## src/rtl/regfile_pkg.sv

```systemverilog
// Shared widths and the writeback request type for the register-file
// writeback path.
package regfile_pkg;
   localparam int REG_ADDR_W = 5;
   localparam int XLEN       = 32;
   localparam int NUM_REGS   = 1 << REG_ADDR_W;

   localparam logic [REG_ADDR_W-1:0] REG_ZERO = 5'd0;

   typedef struct packed {
      logic [REG_ADDR_W-1:0] rd;
      logic [XLEN-1:0]       data;
   } wb_req_t;
endpackage

```

## src/rtl/regfile_wb_arbiter_scoreboard.sv

```systemverilog
// Pending-write scoreboard: one bit per architectural register, set at issue,
// cleared at writeback, looked up by decode for hazard detection.
module regfile_scoreboard
   import regfile_pkg::*;
(
   input  logic                  clk,
   input  logic                  rst_n,
   input  logic                  set_valid,
   input  logic [REG_ADDR_W-1:0] set_rd,
   input  logic                  clr_valid,
   input  logic [REG_ADDR_W-1:0] clr_rd,
   input  logic [REG_ADDR_W-1:0] chk_addr1,
   input  logic [REG_ADDR_W-1:0] chk_addr2,
   output logic                  hazard1,
   output logic                  hazard2
);
   logic [NUM_REGS-1:0] r_pend;
   logic [NUM_REGS-1:0] w_set;
   logic [NUM_REGS-1:0] w_clr;

   always_comb begin
      w_set = '0;
      w_clr = '0;
      if (set_valid) w_set[set_rd] = 1'b1;
      if (clr_valid) w_clr[clr_rd] = 1'b1;
   end

   // Set is applied after clear so a same-edge reissue keeps the bit; x0 never pends.
   always_ff @(posedge clk or negedge rst_n) begin
      if (!rst_n) r_pend <= '0;
      else        r_pend <= ((r_pend & ~w_clr) | w_set) & ~NUM_REGS'(1);
   end

   assign hazard1 = r_pend[chk_addr1];
   assign hazard2 = r_pend[chk_addr2];
endmodule

```

## src/rtl/regfile_wb_arbiter.sv

```systemverilog
// Arbitrates ALU/LSU writebacks onto the single register-file write port and
// tracks pending destinations. Define WB_STARVE_GUARD_EN for the ALU wait counter.
module regfile_wb_arbiter
   import regfile_pkg::*;
#(
   parameter int MAX_WAIT = 4
) (
   input  logic                  clk,
   input  logic                  rst_n,
   input  logic                  alu_valid,
   input  logic [REG_ADDR_W-1:0] alu_rd,
   input  logic [XLEN-1:0]       alu_data,
   output logic                  alu_ready,
   input  logic                  lsu_valid,
   input  logic [REG_ADDR_W-1:0] lsu_rd,
   input  logic [XLEN-1:0]       lsu_data,
   output logic                  lsu_ready,
   input  logic                  issue_valid,
   input  logic [REG_ADDR_W-1:0] issue_rd,
   input  logic [REG_ADDR_W-1:0] chk_addr1,
   input  logic [REG_ADDR_W-1:0] chk_addr2,
   output logic                  hazard1,
   output logic                  hazard2,
   output logic                  rf_write_enable,
   output logic [REG_ADDR_W-1:0] rf_write_addr,
   output logic [XLEN-1:0]       rf_data_in
);
   logic    w_force_alu;
   logic    w_alu_grant;
   logic    w_lsu_grant;
   logic    w_alu_xfer;
   logic    w_xfer;
   wb_req_t w_win;

   logic                  r_we;
   logic [REG_ADDR_W-1:0] r_addr;
   logic [XLEN-1:0]       r_data;

`ifdef WB_STARVE_GUARD_EN
   logic [3:0] r_wait;

   assign w_force_alu = (r_wait == 4'(MAX_WAIT));

   // Counts consecutive ALU losses; saturates so the forced win repeats if needed.
   always_ff @(posedge clk or negedge rst_n) begin
      if (!rst_n)                       r_wait <= '0;
      else if (!alu_valid || w_alu_xfer) r_wait <= '0;
      else if (!w_force_alu)            r_wait <= r_wait + 4'd1;
   end
`else
   logic w_unused_max_wait;

   assign w_force_alu       = 1'b0;
   assign w_unused_max_wait = (MAX_WAIT != 0);
`endif

   assign w_alu_grant = alu_valid && (!lsu_valid || w_force_alu);
   assign w_lsu_grant = lsu_valid && !w_alu_grant;

   assign alu_ready  = rst_n && w_alu_grant;
   assign lsu_ready  = rst_n && w_lsu_grant;
   assign w_alu_xfer = alu_ready;
   assign w_xfer     = alu_ready || lsu_ready;

   always_comb begin
      w_win = '{rd: lsu_rd, data: lsu_data};
      if (w_alu_xfer) w_win = '{rd: alu_rd, data: alu_data};
   end

   always_ff @(posedge clk or negedge rst_n) begin
      if (!rst_n) begin
         r_we   <= 1'b0;
         r_addr <= '0;
         r_data <= '0;
      end else if (w_xfer) begin
         r_we   <= (w_win.rd != REG_ZERO);
         r_addr <= w_win.rd;
         r_data <= w_win.data;
      end else begin
         r_we   <= 1'b0;
      end
   end

   assign rf_write_enable = r_we;
   assign rf_write_addr   = r_addr;
   assign rf_data_in      = r_data;

   regfile_scoreboard u_sb (
      .clk       (clk),
      .rst_n     (rst_n),
      .set_valid (issue_valid),
      .set_rd    (issue_rd),
      .clr_valid (w_xfer),
      .clr_rd    (w_win.rd),
      .chk_addr1 (chk_addr1),
      .chk_addr2 (chk_addr2),
      .hazard1   (hazard1),
      .hazard2   (hazard2)
   );
endmodule

```

## config.mk

```make
export PLATFORM = sky130hd
export DESIGN_NAME = regfile_wb_arbiter
export DESIGN_NICKNAME = d
export VERILOG_FILES = /design/src/rtl/regfile_pkg.sv /design/src/rtl/regfile_wb_arbiter_scoreboard.sv /design/src/rtl/regfile_wb_arbiter.sv
export SDC_FILE = /design/constraint.sdc
export NUM_CORES = 1
export LEC_CHECK = 0
export BUFFER_PORTS_ARGS = -buffer_cell sky130_fd_sc_hd__buf_2
export CAP_MARGIN = 5
export CELL_PAD_IN_SITES_DETAIL_PLACEMENT = 1
export CELL_PAD_IN_SITES_GLOBAL_PLACEMENT = 2
export CORE_MARGIN = 2
export CORE_UTILIZATION = 27
export DETAILED_ROUTE_END_ITERATION = 6
export GPL_ROUTABILITY_DRIVEN = 0
export PLACE_DENSITY_LB_ADDON = 0.1
export SYNTH_ARGS = -nofsm -noshare
export SYNTH_HDL_FRONTEND = slang
export SYNTH_SLANG_ARGS = --single-unit
```

## constraint.sdc

```tcl
create_clock -name clk -period 1.2 [get_ports clk]
set_input_delay 0.06 -clock clk [delete_from_list [all_inputs] [get_ports clk]]
set_output_delay 0.06 -clock clk [all_outputs]
set_load 0.05 [all_outputs]
```

# After elaboration in Yosys (flattened, before gate mapping)
# Index checks and enable logic that the tools add are counted.
# W data, S select, Z words.
dict set report classes {
  n_addsub 0
  mul 0
  div_mod_pow 0
  magnitude_cmp 6
  n_eq_ne 0
  n_shift 0
  muxes 12
  n_bitwise 3
  reduce_logical 10
}
# operator count
set ops {}
lappend ops {{$mux W32} 2}
lappend ops {{$mux W37} 1}
lappend ops {{$and A32 B32 Y32} 1}
lappend ops {{$not A32 Y32} 1}
lappend ops {{$or A32 B32 Y32} 1}
lappend ops {{$lt A5 B6 Y1 const B} 4}
lappend ops {{$bmux W1 S5} 2}
lappend ops {{$demux W1 S5} 2}
lappend ops {{$ge A5 B1 Y1 const B} 2}
lappend ops {{$logic_and A1 B1 Y1} 6}
lappend ops {{$mux W1} 5}
lappend ops {{$reduce_bool A5 Y1} 1}
lappend ops {{$logic_not A1 Y1} 2}
lappend ops {{$logic_or A1 B1 Y1} 1}
dict set report word_totals {
  reg_bits 69
  latch_bits 0
  ram_bits 0
  mem_bits_ro 0
  inputBits 94
  elab_cells 35
  mem_count 0
}

# Depth between registers and ports, before layout
# Gate-level depths: netlist of the first run.
dict set report depth {
  word_depth 12
  ltp_mapped 6
  mapped_depth_nobuf 4
}

# Hierarchy
# Synthesis of the first run repeated with hierarchy kept, for this count alone.
dict set report hier_totals {
  cells_unflattened 420
  area_unflattened_um2 3967.6
}
# module n_inst cells_per_inst area_each_um2
set by_module_without_submodules {}
lappend by_module_without_submodules {regfile_wb_arbiter 1 227 2125.8}
lappend by_module_without_submodules {regfile_scoreboard 1 193 1841.8}

# Worst setup path before layout of the first run
# Ideal clock, no wire load.
dict set report synth_timing {
  path_kind {input-to-output}
  startpoint {input chk_addr1[0]}
  endpoint {output hazard1}
  arrival_time_ns 1.584
  t_required_ns 1.140
  setup_slack_ns -0.444
  path_stages 5
  path_buffers 1
  cell_sequence {clkbuf_1 -> mux4_2 -> nand2b_1 -> o211ai_1 -> nand4_1}
}
dict set report synth_between {
  elab_chain_len 2
}
# element line_no
set synth_rtl {}
lappend synth_rtl {{start, declared} regfile_wb_arbiter.sv:20} ;# input logic [REG_ADDR_W-1:0] chk_addr1,
lappend synth_rtl {{$bmux W1 S5} regfile_wb_arbiter_scoreboard.sv:34} ;# assign hazard1 = r_pend[chk_addr1];
lappend synth_rtl {{$mux W1 (not written as such)} regfile_wb_arbiter_scoreboard.sv:34}
lappend synth_rtl {{end, declared} regfile_wb_arbiter.sv:22} ;# output logic hazard1,
# No other way between the ends. The select of a mux whose other input is x is not followed.

# Worst setup path in the final report of the first run
dict set report layout_timing {
  startpoint {register u_sb.r_pend[7]}
  endpoint {output hazard1}
}
dict set report layout_between {
  elab_chain_len 2
}
# element line_no
set layout_rtl {}
lappend layout_rtl {{start, declared} regfile_wb_arbiter_scoreboard.sv:17} ;# logic [NUM_REGS-1:0] r_pend;
lappend layout_rtl {{start signal, assigned} regfile_wb_arbiter_scoreboard.sv:31} ;# else r_pend <= ((r_pend & ~w_clr) | w_set) & ~NUM_REGS'(1);
lappend layout_rtl {{$bmux W1 S5} regfile_wb_arbiter_scoreboard.sv:34}
lappend layout_rtl {{$mux W1 (not written as such)} regfile_wb_arbiter_scoreboard.sv:34}
# No other way between the ends. The select of a mux whose other input is x is not followed.

==> run_results.csv, run 1 <==
group,metric,value,unit
drt,drc_errors,0,
worst_setup_path,cp-startpoint,"u_sb.r_pend[7]",
drt,firstDrtPassIters,4,
die,fp-row-count,43,
layout,layout.nets,683,
clock_tree,clock_latency,0.34,ns
die,coreArea,14000,µm²
worst_setup_path,r2r_start,"u_sb.r_pend[7]",
layout,postLayoutCoreUtil,42.5,%
clock_tree,htreeDepth,3,
sta,clock_skew,0,ns
sta,timing.final.hold_violations,20,
synth,synth_warnings,0,
layout,fin_cells,775,
global_route,grt_pass1_wl,24.4,mm
placed_design,place_area,5210,µm²
run,maxCapViolations,0,
sta,relSlewSlack,56.7,%
sta,worst_pin_slew,0.647,ns
run_status,violations,"hold timing, setup timing",
layout,final_common_cell,"buf_2",
drt,routed_wl,15.4,mm
placed_design,portBuffers,135,
worst_setup_path,cp_max_fo,3,
drt,vias_per_cell,5.42,
sta,slew_viol_final,0,
worst_setup_path,worstPathRequired,1.14,ns
worst_setup_path,crit_arrival,1.77,ns
clock_tree,cts.clk_slew.worst_paths,0.06,ns
layout,final_area,5950,µm²
synth,syn_avg_cell_area,10.1,µm²
synth,yosys.cell_types.count,38,
pwr,p_leak,0.00264,µW
global_route,antenna_found_initial,1,
sta,setup_violations,2,
sta,period_minus_slack,1.83,ns
die,die_y,124,µm
global_route,grt-ovfl-total,0,
drt,wl_per_cell,19.9,µm
placed_design,place_inst,726,
worst_setup_path,crit_type,"reg2out",
die,start_util,27.8,%
sta,rsz0062_at_grt,"true",
layout,area_growth,53.1,%
synth,ys_seq_area_share,44.5,%
drt,drt_iter0_drc,151,
sta,fin_ws,-0.630,ns
sta,period_share,153,%
worst_setup_path,critPathLaunchType,"flop",
sta,max_freq,0.546,GHz
placed_design,pre_cts_slack,-0.334,ns
drt,dr_total_vias,4199,
pwr,peakVddDrop,0.727,mV
die,dieArea,15400,µm²
global_route,grt_max_degree,41,
drt,antenna_left,0,
layout,final_layout_size_suffix_gt1_share,42.8,%
global_route,grtUsageTotal,21.0,%
pwr,powerDensity,1560,nW/µm²
clock_tree,clk_path_buf_depth,2,
global_route,grt_pass1_vias,4619,
sta,hold_ws,-0.176,ns
clock_tree,cts_buffers,9,
placed_design,hpwlAfterDp,11.2,mm
synth,synth-seq-cells,69,
hold_path,hold_class,"in2async",
layout,layout_common_cells,"buf_2 (132), dfrtp_1 (69), o22ai_1 (66)",
synth,syn-num-nets,480,
clock_tree,cts_tree,"done",
clock_tree,clockRootBuffer,"clkbuf_16",
die,fp.dieW,124,µm
run_status,status,"complete, but fails checks",
synth,syn_inst,386,
worst_setup_path,end_kind,"output pin",
clock_tree,cts.sinks,69,
synth,netlist_area,3880,µm²
die,io_pins,136,
## where the power goes
group | switching, µW | internal, µW
registers | 435 | 2780
clock network | 1020 | 1930
logic | 1770 | 1350
## critical path, stage by stage (launching register included)
cell,delay [ns]
dfrtp_1,0.40
mux4_2,0.48
nand2b_4,0.15
o211ai_1,0.10
nand4_1,0.14
buf_6,0.18
## flip-flops by register name (all words and copies together) (netlist names)
signal	cells
rf_data_in	32
u_sb.r_pend	31
rf_write_addr	5
rf_write_enable	1
## synth_stat cells
cell type  number  area, µm²
buf_1           2       7.51
mux2_4          2       30.0
nand2b_1        4       25.0
o22ai_1        66        413
o41ai_1        27        236
buf_4           1       7.51
buf_6           4       45.0
mux2i_2         1       13.8
mux2_2          2       22.5
and3b_1         1       8.76
and2_1          1       6.26
nand3_1        10       50.1
o2bb2ai_1       4       35.0
nand4_1         2       12.5
a211oi_1        2       15.0
mux2i_1        27        270
clkbuf_1       18       67.6
o2111ai_1       2       17.5
buf_2           5       25.0
nor2b_1        11       68.8
a31oi_1         1       6.26
nand4b_1        4       35.0
o21ai_0        28        140
nand3b_4        1       20.0
or3_1           1       6.26
o21ai_2         1       8.76
mux4_2          6        135
a21oi_1        39        195
or3b_2          3       26.3
dfrtp_1        69       1730
a22oi_1         4       30.0
nor3b_1         1       7.51
o211ai_1        2       15.0
o21ai_1         5       25.0
inv_1           5       18.8
nand2_1        11       41.3
nor2_1          8       30.0
nand3b_1        5       37.5
## layout make-up
class,count,area (µm²)
timing repair buffer,221,1470
tap,180,225
inverter,5,18.8
sequential,69,1730
clock buffer,12,256
fill,1606,8040
multi-input combinational,283,2170
antenna,1,2.50
clock inverter,4,70.1
## metrics by stage
stage | TNS, ns | total power (µW)
after detailed placement | -8.72 | 6130
after floorplan | -1.14 | 4920
after global placement | -7.44 | 6050
after global routing | -1.95 | 9750
final | -1.26 | 9280
after CTS | -7.51 | 9290
## routing by layer
metal / track usage (%) / part of all wire, % / up-vias
li1: - / - / 1952
met1: 28.5 / 47 / 2132
met2: 34.0 / 47 / 99
met3: 3.43 / 4.8 / 16
met4: 7.58 / 1.8 / 0
met5: 0 / 0 / -
## final timing paths
check | endpoint | slack, ns | cells past startpoint
hold reg to reg | rf_write_addr[2] | 0.48 | 2
max in group asynchronous | rf_data_in[14] | 0.07 | 4
setup reg to reg | u_sb.r_pend[7] | 0.22 | 4
min in group clk | rf_data_in[7] | 0 | 3
hold / removal | rf_data_in[30] | -0.18 | 2
setup / recovery | hazard1 | -0.63 | 5
## what timing repair did
action | in CTS | in global routing
pin swaps | 2 | 1
setup buffers | 4 | 2
endpoints found under the setup margin | 2 | 44
hold buffers | 26 | 1
endpoints found under the hold margin | 56 | 32
cloned | 0 | 1
resized for setup | 8 | 13
## kinds of logic (layout without fill, tap and decap cells)
| family | Yosys count | in the layout | share of synthesized area [%] |
|---|---|---|---|
| flops | 69 | 69 | 44.5 |
| compound gates | 181 | 181 | 29.3 |
| mux | 38 | 39 | 12.1 |
| other cells | 0 | 1 | 0 |
| simple gates | 63 | 63 | 9.67 |
| buf+inv | 35 | 242 | 4.41 |
Note: power is estimated with default switching activity, not from simulation.
==> run 2: changes to the inputs <==
--- a/config.mk
+++ b/config.mk
@@ -9,8 +9,9 @@
 export CAP_MARGIN = 5
 export CELL_PAD_IN_SITES_DETAIL_PLACEMENT = 1
 export CELL_PAD_IN_SITES_GLOBAL_PLACEMENT = 2
-export CORE_MARGIN = 2
+export CORE_MARGIN = 5
 export CORE_UTILIZATION = 27
+export CTS_CLUSTER_SIZE = 14
 export DETAILED_ROUTE_END_ITERATION = 6
 export GPL_ROUTABILITY_DRIVEN = 0
 export PLACE_DENSITY_LB_ADDON = 0.1
==> run_results.csv, run 2 (same netlist as run 1, synthesis figures left out) <==
group,metric,value,unit
die,fp.dieW,130,µm
pwr,powerDensity,1510,nW/µm²
worst_setup_path,worstRegToRegCells,3,
clock_tree,clock_latency,0.33,ns
worst_setup_path,cp_max_fo,3,
hold_path,whs_path_depth,3,
drt,wl_per_cell,21.0,µm
layout,layout_common_cells,"buf_2 (130), dfrtp_1 (69), o22ai_1 (66)",
sta,fin_ws,-0.641,ns
sta,slew_viol_final,0,
die,io_pins,136,
global_route,antenna_found_initial,0,
clock_tree,cts_tree,"done",
worst_setup_path,r2r_start,"u_sb.r_pend[26]",
sta,max_freq,0.543,GHz
drt,dr_total_vias,4188,
worst_setup_path,critical_path.max_stage_delay,0.52,ns
sta,setup_violations,2,
sta,period_minus_slack,1.84,ns
drt,antenna_left,0,
global_route,grt-ovfl-total,0,
drt,drt_iter0_drc,156,
drt,routed_wl,16.1,mm
run_status,violations,"setup timing",
layout,final_common_cell,"buf_2",
placed_design,place_inst,727,
drt,drc_errors,0,
pwr,p_leak,0.00265,µW
placed_design,pre_cts_slack,-0.358,ns
sta,finalSetupTns,-1.27,ns
layout,area_growth,52.2,%
sta,timing.final.hold_violations,0,
sta,rsz0062_at_grt,"true",
run_status,status,"complete, but fails checks",
layout,final_layout_size_suffix_gt1_share,43.3,%
pwr,p_total,8930,µW
clock_tree,cts_buffers,9,
run,maxCapViolations,0,
clock_tree,htreeDepth,3,
worst_setup_path,crit_type,"reg2out",
clock_tree,cts.sinks,69,
pwr,peakVddDrop,0.788,mV
sta,clock_skew,0,ns
layout,layout.nets,676,
worst_setup_path,slowest_stage,"mux4_2",
hold_path,hold_class,"in2reg",
worst_setup_path,path_cells,"mux4_2 -> o2111ai_2 -> nand4_1 -> buf_6",
sta,period_share,153,%
worst_setup_path,crit_arrival,1.78,ns
layout,fillers,1618,
clock_tree,clk_path_buf_depth,2,
sta,worst_pin_slew,0.648,ns
layout,fin_cells,766,
layout,largest_reg_flops,32,
die,dieArea,16900,µm²
clock_tree,cts.clk_slew.worst_paths,0.06,ns
global_route,grt_pass1_wl,24.9,mm
die,start_util,27.8,%
global_route,grt_pass1_vias,4493,
die,fp-row-count,43,
worst_setup_path,end_kind,"output pin",
clock_tree,clockRootBuffer,"clkbuf_16",
drt,firstDrtPassIters,4,
worst_setup_path,cp-startpoint,"u_sb.r_pend[19]",
drt,vias_per_cell,5.47,
layout,postLayoutCoreUtil,42.2,%
hold_path,min_from,"lsu_data[19]",
placed_design,hpwlAfterDp,11.6,mm
placed_design,portBuffers,135,
global_route,grt_max_degree,34,
sta,relSlewSlack,55.9,%
die,coreArea,14000,µm²
layout,diodes,0,
worst_setup_path,worstPathRequired,1.14,ns
global_route,grtUsageTotal,19.1,%
die,die_y,130,µm
worst_setup_path,critPathLaunchType,"flop",
[run 2: final timing paths]
check	to	slack (ns)
max in group asynchronous	u_sb.r_pend[13]	0.18
setup reg to reg	u_sb.r_pend[26]	0.33
setup / recovery	hazard1	-0.64
hold / removal	rf_data_in[19]	0.0006
min in group asynchronous	rf_write_addr[1]	0.26
hold reg to reg	rf_write_addr[4]	0.48
[run 2: area by class of cell]
class                           count  area [µm²]  share of cell area (%)
Inverter                            5        18.8                   0.318
Sequential cell                    69        1730                    29.2
Clock buffer                        9         225                    3.81
Tap cell                          180         225                    3.81
Timing Repair Buffer              213        1460                    24.8
Clock inverter                      6        55.1                   0.932
Multi-Input combinational cell    284        2190                    37.1
[run 2: timing repair]
item,4_1_cts,5_1_grt
setup endpoints to repair,3,52
resized for setup,12,17
hold buffers,17,0
pin swaps,2,3
setup buffers,0,3
hold endpoints to repair,84,0
gates cloned,2,2
[run 2: through the flow]
| stage | hold slack [ns] | instance area [µm²] |
|---|---|---|
| final | 0.000580 | 5910 |
| after global routing | 0.00342 | 5910 |
| after CTS | 0.0000930 | 5770 |
| after detailed placement | 0.261 | 5200 |
| after global placement | 0.252 | 5200 |
| after floorplan | -0.236 | 3980 |
[run 2: layer usage]
| metal | track usage (%) | wire length [µm] | part of all wire (%) |
|---|---|---|---|
| met5 | 0 | 0 | 0 |
| met4 | 4.89 | 174 | 1.1 |
| met3 | 4.50 | 1020 | 6.3 |
| met2 | 30.7 | 7640 | 48 |
| met1 | 26.0 | 7240 | 45 |
[run 2: where the power goes]
| group | internal [µW] | switching [µW] |
|---|---|---|
| Sequential | 2780 | 428 |
| Clock | 1580 | 1020 |
| Combinational | 1330 | 1780 |
| Total | 5700 | 3230 |
[run 2: critical path: cells and delay by family (launching register included)]
kind                   cells  cell delay (ns)
and+or+nand+nor            1             0.14
muxes                      1             0.52
DFF                        1             0.39
buffers and inverters      1             0.18
AOI/OAI and AO/OA          1             0.22
